File: config.mk
export PLATFORM = sky130hd
export DESIGN_NAME = score_bcd_converter
export DESIGN_NICKNAME = d
export VERILOG_FILES = /design/src/rtl/score_bcd_converter_pkg.sv /design/src/rtl/score_bcd_converter_bcd_digit_adj.sv /design/src/rtl/score_bcd_converter.sv
export SDC_FILE = /design/constraint.sdc
export NUM_CORES = 1
export LEC_CHECK = 0
export ABC_AREA = 1
export ABC_CLOCK_PERIOD_IN_PS = 5700
export CORE_ASPECT_RATIO = 0.6
export CORE_UTILIZATION = 55
export CTS_BUF_LIST = sky130_fd_sc_hd__clkbuf_8
export DETAILED_ROUTE_END_ITERATION = 16
export PLACE_DENSITY = 0.86
export SLEW_MARGIN = 30
export SYNTH_ARGS = -nofsm -noshare
export SYNTH_HDL_FRONTEND = slang
export SYNTH_HIERARCHICAL = 1
export SYNTH_SLANG_ARGS = --single-unit
export TNS_END_PERCENT = 20
File: constraint.sdc
create_clock -name clk -period 5.7 [get_ports clk]
set_input_delay 1.14 -clock clk [delete_from_list [all_inputs] [get_ports clk]]
set_output_delay 1.14 -clock clk [all_outputs]
set_load 0.01 [all_outputs]
File: src/rtl/score_bcd_converter_pkg.sv
// Shared types and constants for the score binary-to-BCD converter.
//   state_t           : converter FSM states
//   bcd_digit_t       : one 4-bit BCD digit
//   MAX_SCORE_DEFAULT : largest value the six-digit leaderboard can show
package score_bcd_converter_pkg;

  typedef enum logic [1:0] {
    ST_IDLE  = 2'd0,
    ST_SHIFT = 2'd1,
    ST_DONE  = 2'd2
  } state_t;

  typedef logic [3:0] bcd_digit_t;

  localparam int MAX_SCORE_DEFAULT = 999999;

endpackage

File: src/rtl/score_bcd_converter_bcd_digit_adj.sv
// Double-dabble digit correction: a BCD digit of 5 or more gets +3 so that
// the following left shift carries correctly into the next digit.
//   din  : scratch digit before the shift
//   dout : corrected digit
module bcd_digit_adj
  import score_bcd_converter_pkg::*;
(
  input  bcd_digit_t din,
  output bcd_digit_t dout
);

  assign dout = (din >= 4'd5) ? bcd_digit_t'(din + 4'd3) : din;

endmodule

File: src/rtl/score_bcd_converter.sv
// Sequential binary-to-BCD converter for the leaderboard score display.
// A request in IDLE captures the (clamped) score, WIDTH double-dabble
// iterations run one per cycle, then the digits and the overflow flag are
// published together for a single done cycle.
//   clk, reset        : clock, asynchronous active-high reset
//   start, score      : conversion request and binary value
//   busy, done        : conversion in progress / one-cycle result strobe
//   overflow          : last accepted score was above MAX_SCORE
//   display_*         : registered BCD digits, ones..hundred-thousands
//
// state    | meaning
// ST_IDLE  | waiting for start; outputs hold last result
// ST_SHIFT | one add-3/shift iteration per cycle, WIDTH cycles
// ST_DONE  | new digits on the outputs, done pulse
module score_bcd_converter
  import score_bcd_converter_pkg::*;
#(
  parameter int WIDTH     = 20,
  parameter int DIGITS    = 6,
  parameter int MAX_SCORE = MAX_SCORE_DEFAULT
) (
  input  logic             clk,
  input  logic             reset,
  input  logic             start,
  input  logic [WIDTH-1:0] score,
  output logic             busy,
  output logic             done,
  output logic             overflow,
  output logic [3:0]       display_ones,
  output logic [3:0]       display_tens,
  output logic [3:0]       display_hundreds,
  output logic [3:0]       display_thousands,
  output logic [3:0]       display_tthousands,
  output logic [3:0]       display_hthousands
);

  localparam int SW    = 4 * DIGITS;
  localparam int PW    = (SW > 24) ? SW : 24;
  localparam int CNT_W = (WIDTH > 1) ? $clog2(WIDTH) : 1;
  localparam logic [WIDTH-1:0] MAX_W = WIDTH'(MAX_SCORE);
  localparam logic [CNT_W-1:0] LAST_ITER = CNT_W'(WIDTH - 1);

  state_t           state, next_state;
  logic [WIDTH-1:0] working;
  logic [SW-1:0]    scratch, scratch_adj, scratch_next;
  logic [CNT_W-1:0] iter;
  logic             overflow_pending;
  logic [SW-1:0]    disp_q;
  logic [PW-1:0]    disp_pad;
  logic             last_iter;

  for (genvar i = 0; i < DIGITS; i++) begin : g_adj
    bcd_digit_adj u_adj (
      .din  (scratch[4*i +: 4]),
      .dout (scratch_adj[4*i +: 4])
    );
  end

  // Shift the corrected scratch and the working value left as one word.
  assign scratch_next = {scratch_adj[SW-2:0], working[WIDTH-1]};
  assign last_iter    = (iter == LAST_ITER);

  always_ff @(posedge clk or posedge reset) begin
    if (reset) state <= ST_IDLE;
    else       state <= next_state;
  end

  always_comb begin
    next_state = state;
    case (state)
      ST_IDLE:  if (start) next_state = ST_SHIFT;
      ST_SHIFT: if (last_iter) next_state = ST_DONE;
      ST_DONE:  next_state = ST_IDLE;
      default:  next_state = ST_IDLE;
    endcase
  end

  always_ff @(posedge clk or posedge reset) begin
    if (reset) begin
      working          <= '0;
      scratch          <= '0;
      iter             <= '0;
      overflow_pending <= 1'b0;
      disp_q           <= '0;
      overflow         <= 1'b0;
    end else begin
      case (state)
        ST_IDLE: begin
          if (start) begin
            working          <= (score > MAX_W) ? MAX_W : score;
            scratch          <= '0;
            iter             <= '0;
            overflow_pending <= (score > MAX_W);
          end
        end
        ST_SHIFT: begin
          scratch <= scratch_next;
          working <= working << 1;
          iter    <= iter + 1'b1;
          // Publish on the edge entering DONE so digits and done coincide.
          if (last_iter) begin
            disp_q   <= scratch_next;
            overflow <= overflow_pending;
          end
        end
        default: ;
      endcase
    end
  end

  assign busy = (state != ST_IDLE);
  assign done = (state == ST_DONE);

  assign disp_pad           = PW'(disp_q);
  assign display_ones       = disp_pad[3:0];
  assign display_tens       = disp_pad[7:4];
  assign display_hundreds   = disp_pad[11:8];
  assign display_thousands  = disp_pad[15:12];
  assign display_tthousands = disp_pad[19:16];
  assign display_hthousands = disp_pad[23:20];

endmodule
Yosys cells after proc, flatten, opt, wreduce, memory -nomap -nowiden. Index checks and enable logic that the tools add are counted.

Flip-flop bits (word level): 77. Input port bits: 23. Output and inout port bits: 27. Word-level logic and storage cells: 49.

$add $sub $neg: 7. $lt $le $gt $ge: 7. Equal/unequal tests: 5. Muxes and demuxes: 16. Reduce and logical (&&, ||, !) cells: 7.

Operators by type and width (number): one-hot mux 24 bit (2 select lines) (1); 2-to-1 mux 20 bit (2); one-hot mux 20 bit (2 select lines) (1); greater-or-equal comparator 4 x 3 -> 1 bit, second input constant (6); 2-to-1 mux 24 bit (1); adder 4 x 2 -> 4 bit, second input constant (5); greater-than comparator 20 bit, second input constant (1); 2-to-1 mux 4 bit (5); one-hot mux 5 bit (2 select lines) (1); AND reduction 2 bit (4); adder 5 x 1 -> 5 bit, second input constant (1); equality test 5 bit, second input constant (1); 2-to-1 mux 5 bit (1); 2-to-1 mux 2 bit (2); != test 2 bit, second input constant (2); one-hot mux 2 bit (2 select lines) (1); nonzero test 2 bit (2); adder 3 x 2 -> 3 bit, second input constant (1); 2-to-1 mux 3 bit (1); equality test 2 x 1 -> 1 bit, second input constant (1); equality test 2 bit, second input constant (1); logical NOT 2 bit (1).

Logic depth before layout (Yosys ltp).
Word-level depth: 4. Depth in mapped cells: 9. Mapped depth without buffers: 9.

By module. Netlist, hierarchy kept.

Modules (own cells, without submodules): score_bcd_converter (instances 1, cells an instance 368, area an instance 3308.2 um^2, seq. area each 1926.8 um^2); bcd_digit_adj (instances 6, cells an instance 23, area an instance 135.1 um^2, seq. area each 0.0 um^2).

Worst setup path after synthesis. OpenSTA, ideal clock, no wires.

Path kind: in2reg. From: in score[12]. To: reg overflow_pending. Library setup time: 0.126 ns. Arrival: 1.843 ns. Required time: 5.574 ns. Path slack: 3.731 ns. Stages on the path: 6. Buffers on the path: 0. Cells stage by stage: nor2_1 -> nor2_1 -> o21ai_2 -> nand2_4 -> nand2_1 -> o21ai_0.

Word-level cells in the longest chain between the ends: 1.

RTL lines: from (decl) (line score_bcd_converter.sv:25) `input logic [WIDTH-1:0] score,`; greater-than comparator 20 bit (line score_bcd_converter.sv:93) `overflow_pending <= (score > MAX_W);`; to (signal assigned) (line score_bcd_converter.sv:93); to (decl) (line score_bcd_converter.sv:47) `logic overflow_pending;`.

Every way passes these cells. A chain may end at the register's enable or synchronous reset.

Worst setup path in the final report.
From: reg state[0]. To: out busy.

Word-level cells in the longest chain between the ends: 1.

RTL lines: from (decl) (line score_bcd_converter.sv:43) `state_t state, next_state;`; from (signal assigned) (line score_bcd_converter.sv:65) `else state <= next_state;`; nonzero test 2 bit (line score_bcd_converter.sv:111) `assign busy = (state != ST_IDLE);`; to (decl) (line score_bcd_converter.sv:26) `output logic busy,`.

Every way passes these cells.

==> out/metrics.cfg <==
[run]
timing.max_cap.violations=0

[pwr]
power-per-cell-area_nw_per_um2=564.2
p_int_mw=1.599
p_sw_mw=1.128
p_comb_share_pct=45.6
peakVddDrop_mv=0.2714
clockPowerShare_pct=18.6
switching_share_pct=41.36
seqPwrFrac_pct=35.8
leakage_nw=2.263

[global_route]
antenna_found_initial=0
grt_pass1_vias=3020
use_met2_pct=36.66
grt_overflow=0
grt_pass1_wl_um=13970
grt_max_degree=55
use_met3_pct=6.731
grt_busiest_layer=met2
grt_use_total_pct=23.58
grtUsageMet1_pct=32.18

[sta]
setup_viol=0
worstMarginPinSlew_ps=783.0
period_share_pct=46.33
tns_ps=0
finalClockSkew_ps=4.673
fmax_mhz=378.6
rsz0062_at_grt=false
post-route-min-period_ps=2641
hold_viol=0
timing.slew.headroom_pct=47.72
maxSlewViolCount=0

[critical_path]
reg2reg_from=state[0]
cp-start-kind=flop
required_ps=4560
critPathKind=reg -> out
worst_setup_path_end_kind=primary output
reg2reg_setup_slack_ps=3700
r2r_cells=7
worstPathArrival_ps=1500
timing.rr.end=working[0]
cp_max_fo=3

[finish]
design_area_um2=4835
final_nets=582
drive_above_1_share_pct=11.80
antenna_cells=0
area_delta_synth_final_pct=18.13

[yosys]
syn_area_per_cell_um2=8.169
synthCells=501
yosysWarnings=6
synth_nets=537
syn_area_um2=4093

[clock_tree]
cts.repair.resized=0
cts.sinks=77
clk_pin_slew_ps=80
clk_latency_ps=360
cts_root_buffer=clkbuf_8
cts_buffers=9
cts.htree.levels=3
holdBufCountCts=0
cts_setup_buffers=0
cts_tree=built
clockBufferDepth=2

[floorplanning]
die_x_um=113.4
fp-row-count=23
io_pins=50
core_area_um2=6935
die_area_um2=7802
die_height_um=68.82
start_util_pct=59.01

[placed_design]
dpl-instance-area_um2=4587
io_buffers=49
place_hpwl_um=5922
gp_congestion=0.8447

[route]
num_vias=3317
ant_nets=0
wl_per_cell_um=12.92
drc_errors=0
firstDrtPassIters=5
drt_iter0_drc=223
wl_um=8410
vias_per_cell=5.095

[worst_hold_path]
hold_end=iter[4]
min-delay-start=iter[4]
hold_depth=1
min_path_type=reg -> reg

[status]
status=completed

-- layer usage --
layer  vias to the layer above  part of all wire (%)
met1                      1580                    49
met5                         -                     0
li1                       1671                     -
met3                         4                   4.1
met4                         0                  0.74
met2                        62                    46
-- area by class of cell --
type / count / area [µm²]
Fill cell: 548 / 2101
Sequential cell: 77 / 1927
Multi-Input combinational cell: 342 / 1787
Timing Repair Buffer: 50 / 498.0
Inverter: 66 / 250.2
Clock buffer: 10 / 137.6
Tap cell: 100 / 125.1
Clock inverter: 6 / 110.1
-- how the worst max path moves through the flow --
stage	to	depth (start not counted)	slack, ps	start
finish	busy	3	3060	state[0]
floorplan	disp_pad[0]	1	2590	reset
global route	busy	3	2980	state[0]
global placement	scratch[12]	3	3020	reset
CTS	busy	3	3030	state[0]
detailed placement	working[0]	8	2970	start
-- flip-flops by register name (all words and copies together), names as in the netlist --
signal            flops
disp_pad             24
iter                  5
overflow              1
overflow_pending      1
scratch              24
state                 2
working              20
-- critical path, cell delays in order (launching register included) --
cell	delay [ps]
dfrtp_1	440
inv_2	60
nand2_4	90
clkdlybuf4s50_1	550
-- power by group through the flow --
stage / registers (mW) / clock network [mW] / logic [mW]
after floorplan: 0.968 / 0 / 0.901
after global placement: 0.967 / 0 / 1.17
after detailed placement: 0.978 / 0 / 1.24
after CTS: 0.973 / 0.515 / 1.25
after global routing: 1.01 / 0.534 / 1.40
final: 0.977 / 0.507 / 1.24
-- layout by cell type, fill, tap and decap left out --
| cell | n |
|---|---|
| clkdlybuf4s50_1 | 49 |
| a21oi_1 | 4 |
| inv_1 | 54 |
| clkinvlp_4 | 2 |
| inv_4 | 1 |
| o22ai_1 | 1 |
| nor2_4 | 12 |
| o21ai_0 | 50 |
| mux2i_1 | 1 |
| clkbuf_8 | 10 |
| nor2_8 | 2 |
| inv_2 | 11 |
| a22oi_1 | 8 |
| nor2_1 | 49 |
| o21ai_1 | 28 |
| buf_4 | 1 |
| nand2_2 | 6 |
| bufinv_16 | 3 |
| o21ai_2 | 7 |
| nor2_2 | 1 |
| ha_1 | 13 |
| nand2_4 | 3 |
| a31oi_1 | 1 |
| xor2_1 | 1 |
| nand2_1 | 136 |
| nand3_1 | 14 |
| dfrtp_1 | 77 |
| clkinv_2 | 1 |
| a21oi_2 | 5 |
-- through the flow --
| step | instances | setup WS (ps) | util (%) | hold WS (ps) | total power [mW] |
|---|---|---|---|---|---|
| after global placement | 635 | 3021 | 66.14 | 462.6 | 2.140 |
| after detailed placement | 635 | 2967 | 66.14 | 472.4 | 2.216 |
| after floorplan | 501 | 2593 | - | 445.8 | 1.869 |
| after CTS | 651 | 3027 | 69.71 | 485.7 | 2.735 |
| final | 651 | 3059 | 69.71 | 484.8 | 2.728 |
| after global routing | 651 | 2978 | 69.71 | 510.8 | 2.945 |
No activity file was read; power rests on OpenSTA's default activity.
==> RTL change: new RTL, same settings <==
Re-encode `state_t` (3 states) as one-hot, 3 bits wide.
--- a/src/rtl/score_bcd_converter_pkg.sv
+++ b/src/rtl/score_bcd_converter_pkg.sv
@@ -4,10 +4,10 @@
 //   MAX_SCORE_DEFAULT : largest value the six-digit leaderboard can show
 package score_bcd_converter_pkg;
 
-  typedef enum logic [1:0] {
-    ST_IDLE  = 2'd0,
-    ST_SHIFT = 2'd1,
-    ST_DONE  = 2'd2
+  typedef enum logic [2:0] {
+    ST_IDLE  = 3'b001,
+    ST_SHIFT = 3'b010,
+    ST_DONE  = 3'b100
   } state_t;
 
   typedef logic [3:0] bcd_digit_t;
Function: same outputs for any inputs over 10 cycles, from zero or initial values and one cycle with reset high; not proved beyond that.
==> RTL change against the unedited design <==
  * Setup slack got worse by 0.11 ns
  * Register-to-register slack got worse by 0.14 ns
  * Wire length rose by 13%
  * Sequential cell count rose by 1
  * Total power fell by 24%
  * Area after synthesis rose by 5.2%
  * Final cell count rose by 10%
  * Clock skew rose by 0.011 ns
  * Critical path depth fell by 1
  * Global-route usage rose by 2.6 points
  * Cell area rose by 3.0%
==> RTL change: results (changes against the unedited design) <==
[route]
drtPass1Iterations=5  ; unchanged
vias_per_cell=5.16  ; +1.3%
wl_per_cell_um=13.2  ; +2.4%
vias=3696  ; +11%
drt_iter0_drc=293  ; +31%

[placement]
place_worst_setup_slack_ns=3.00  ; +0.0308 ns
routabilityCongestion=0.842  ; -0.34%
postPlaceCellArea_um2=4790  ; +4.4%
io_buffers=49  ; unchanged
detailed_place_hpwl_um=6390  ; +7.9%
placed_cells=700  ; +10%

[global_routing]
grt.total_usage_pct=26.2  ; +2.6 points
grt_use_met1_pct=35.8  ; +3.6 points
use_met3_pct=6.34  ; -0.39 points
antenna_found_initial=0  ; unchanged
grt_pass1_vias=3575  ; +18%
met2_usage_pct=40.1  ; +3.5 points
grt_max_degree=55  ; unchanged
grt_pass1_wl_um=16400  ; +17%

[clock_network]
clk_pin_slew_worst_paths_ns=0.07
cts_resized=0  ; unchanged
cts_root_buf=clkbuf_8
htreeDepth=3  ; unchanged
clkLatencyLatePin_ns=0.37
post_cts_buffers=0  ; unchanged
clk_path_buf_depth=2  ; unchanged
cts_buffers=9  ; unchanged

[setup_path]
crit_path_max_incr_delay_ns=0.58  ; +0.03 ns
crit_fanout=3  ; unchanged
crit_path_top_delay_cell=clkdlybuf4s50_1
arrival_ns=1.61  ; +0.11 ns
critical_path.top_delay_family=buffers and inverters

[logic_synthesis]
ys_warn_count=6  ; unchanged
synthesis.instances=567  ; +13%
syn-num-nets=603  ; +12%

[cells_and_area]
nFillCells=613  ; +12%
antenna_cells=0  ; unchanged
drive_gt1_share_pct=9.97  ; -1.8 points
nNetsFinal=643  ; +10%

[worst_hold_path]
hold_path.class=register to register

[pwr]
ir_drop_v=0.000206  ; -24%
p_int_mw=1.27  ; -20%
leakagePower_nw=2.50  ; +10%

[timing]
tightest_slew_ns=0.904  ; +0.121 ns
skew_ns=0.0156  ; +0.0109 ns

[status]
status=finished, final reports clean

[flow_run]
maxCapViolCount=0  ; unchanged

[RTL change: power by group through the flow]
stage	logic (mW)	clock network [mW]	registers (mW)
detailed placement	0.810	0	0.878
global placement	0.771	0	0.870
floorplan	0.518	0	0.889
global route	0.920	0.427	0.894
finish	0.806	0.400	0.874
CTS	0.811	0.404	0.872
[RTL change: worst reg2reg max path, stage by stage (launching register included)]
cell	delay, ns
dfrtp_1	0.39
nor2_2	0.15
nand2_4	0.29
inv_2	0.79
nand4_1	0.21
nand3_1	0.12
o21ai_1	0.07
[RTL change: worst paths after layout]
path	from	endpoint	slack (ns)	cells past startpoint
setup / recovery	state[1]$_DFFE_PP0P_	done	2.95	2
hold / removal	working[18]$_DFFE_PP0P_	working[18]$_DFFE_PP0P_	0.49	2
setup reg to reg	state[2]$_DFFE_PP0P_	iter[4]$_DFFE_PP0P_	3.56	6
hold reg to reg	working[18]$_DFFE_PP0P_	working[18]$_DFFE_PP0P_	0.49	2
max in group asynchronous	reset	state[0]$_DFFE_PP1P_	3.63	3
min in group asynchronous	reset	disp_pad[19]$_DFFE_PP0P_	1.20	2
[RTL change: through the flow]
step | utilization (%) | hold slack (ns)
finish | 67.1 | 0.492
global route | 67.1 | 0.518
CTS | 67.1 | 0.496
detailed placement | 64.6 | 0.474
global placement | 64.5 | 0.455
floorplan | - | 0.442
[RTL change: area by class of cell]
cell class | count | area share (%)
sequential | 78 | 39.2
inverter | 53 | 4.10
timing repair buffer | 50 | 10.0
multi-input combinational | 415 | 40.3
tap | 104 | 2.61
clock inverter | 3 | 0.226
clock buffer | 13 | 3.59
[RTL change: routing by layer]
metal / up-vias / wire length (um)
li1: 1844 / -
met1: 1747 / 4480
met2: 89 / 4400
met3: 16 / 455
met4: 0 / 143
met5: - / 0
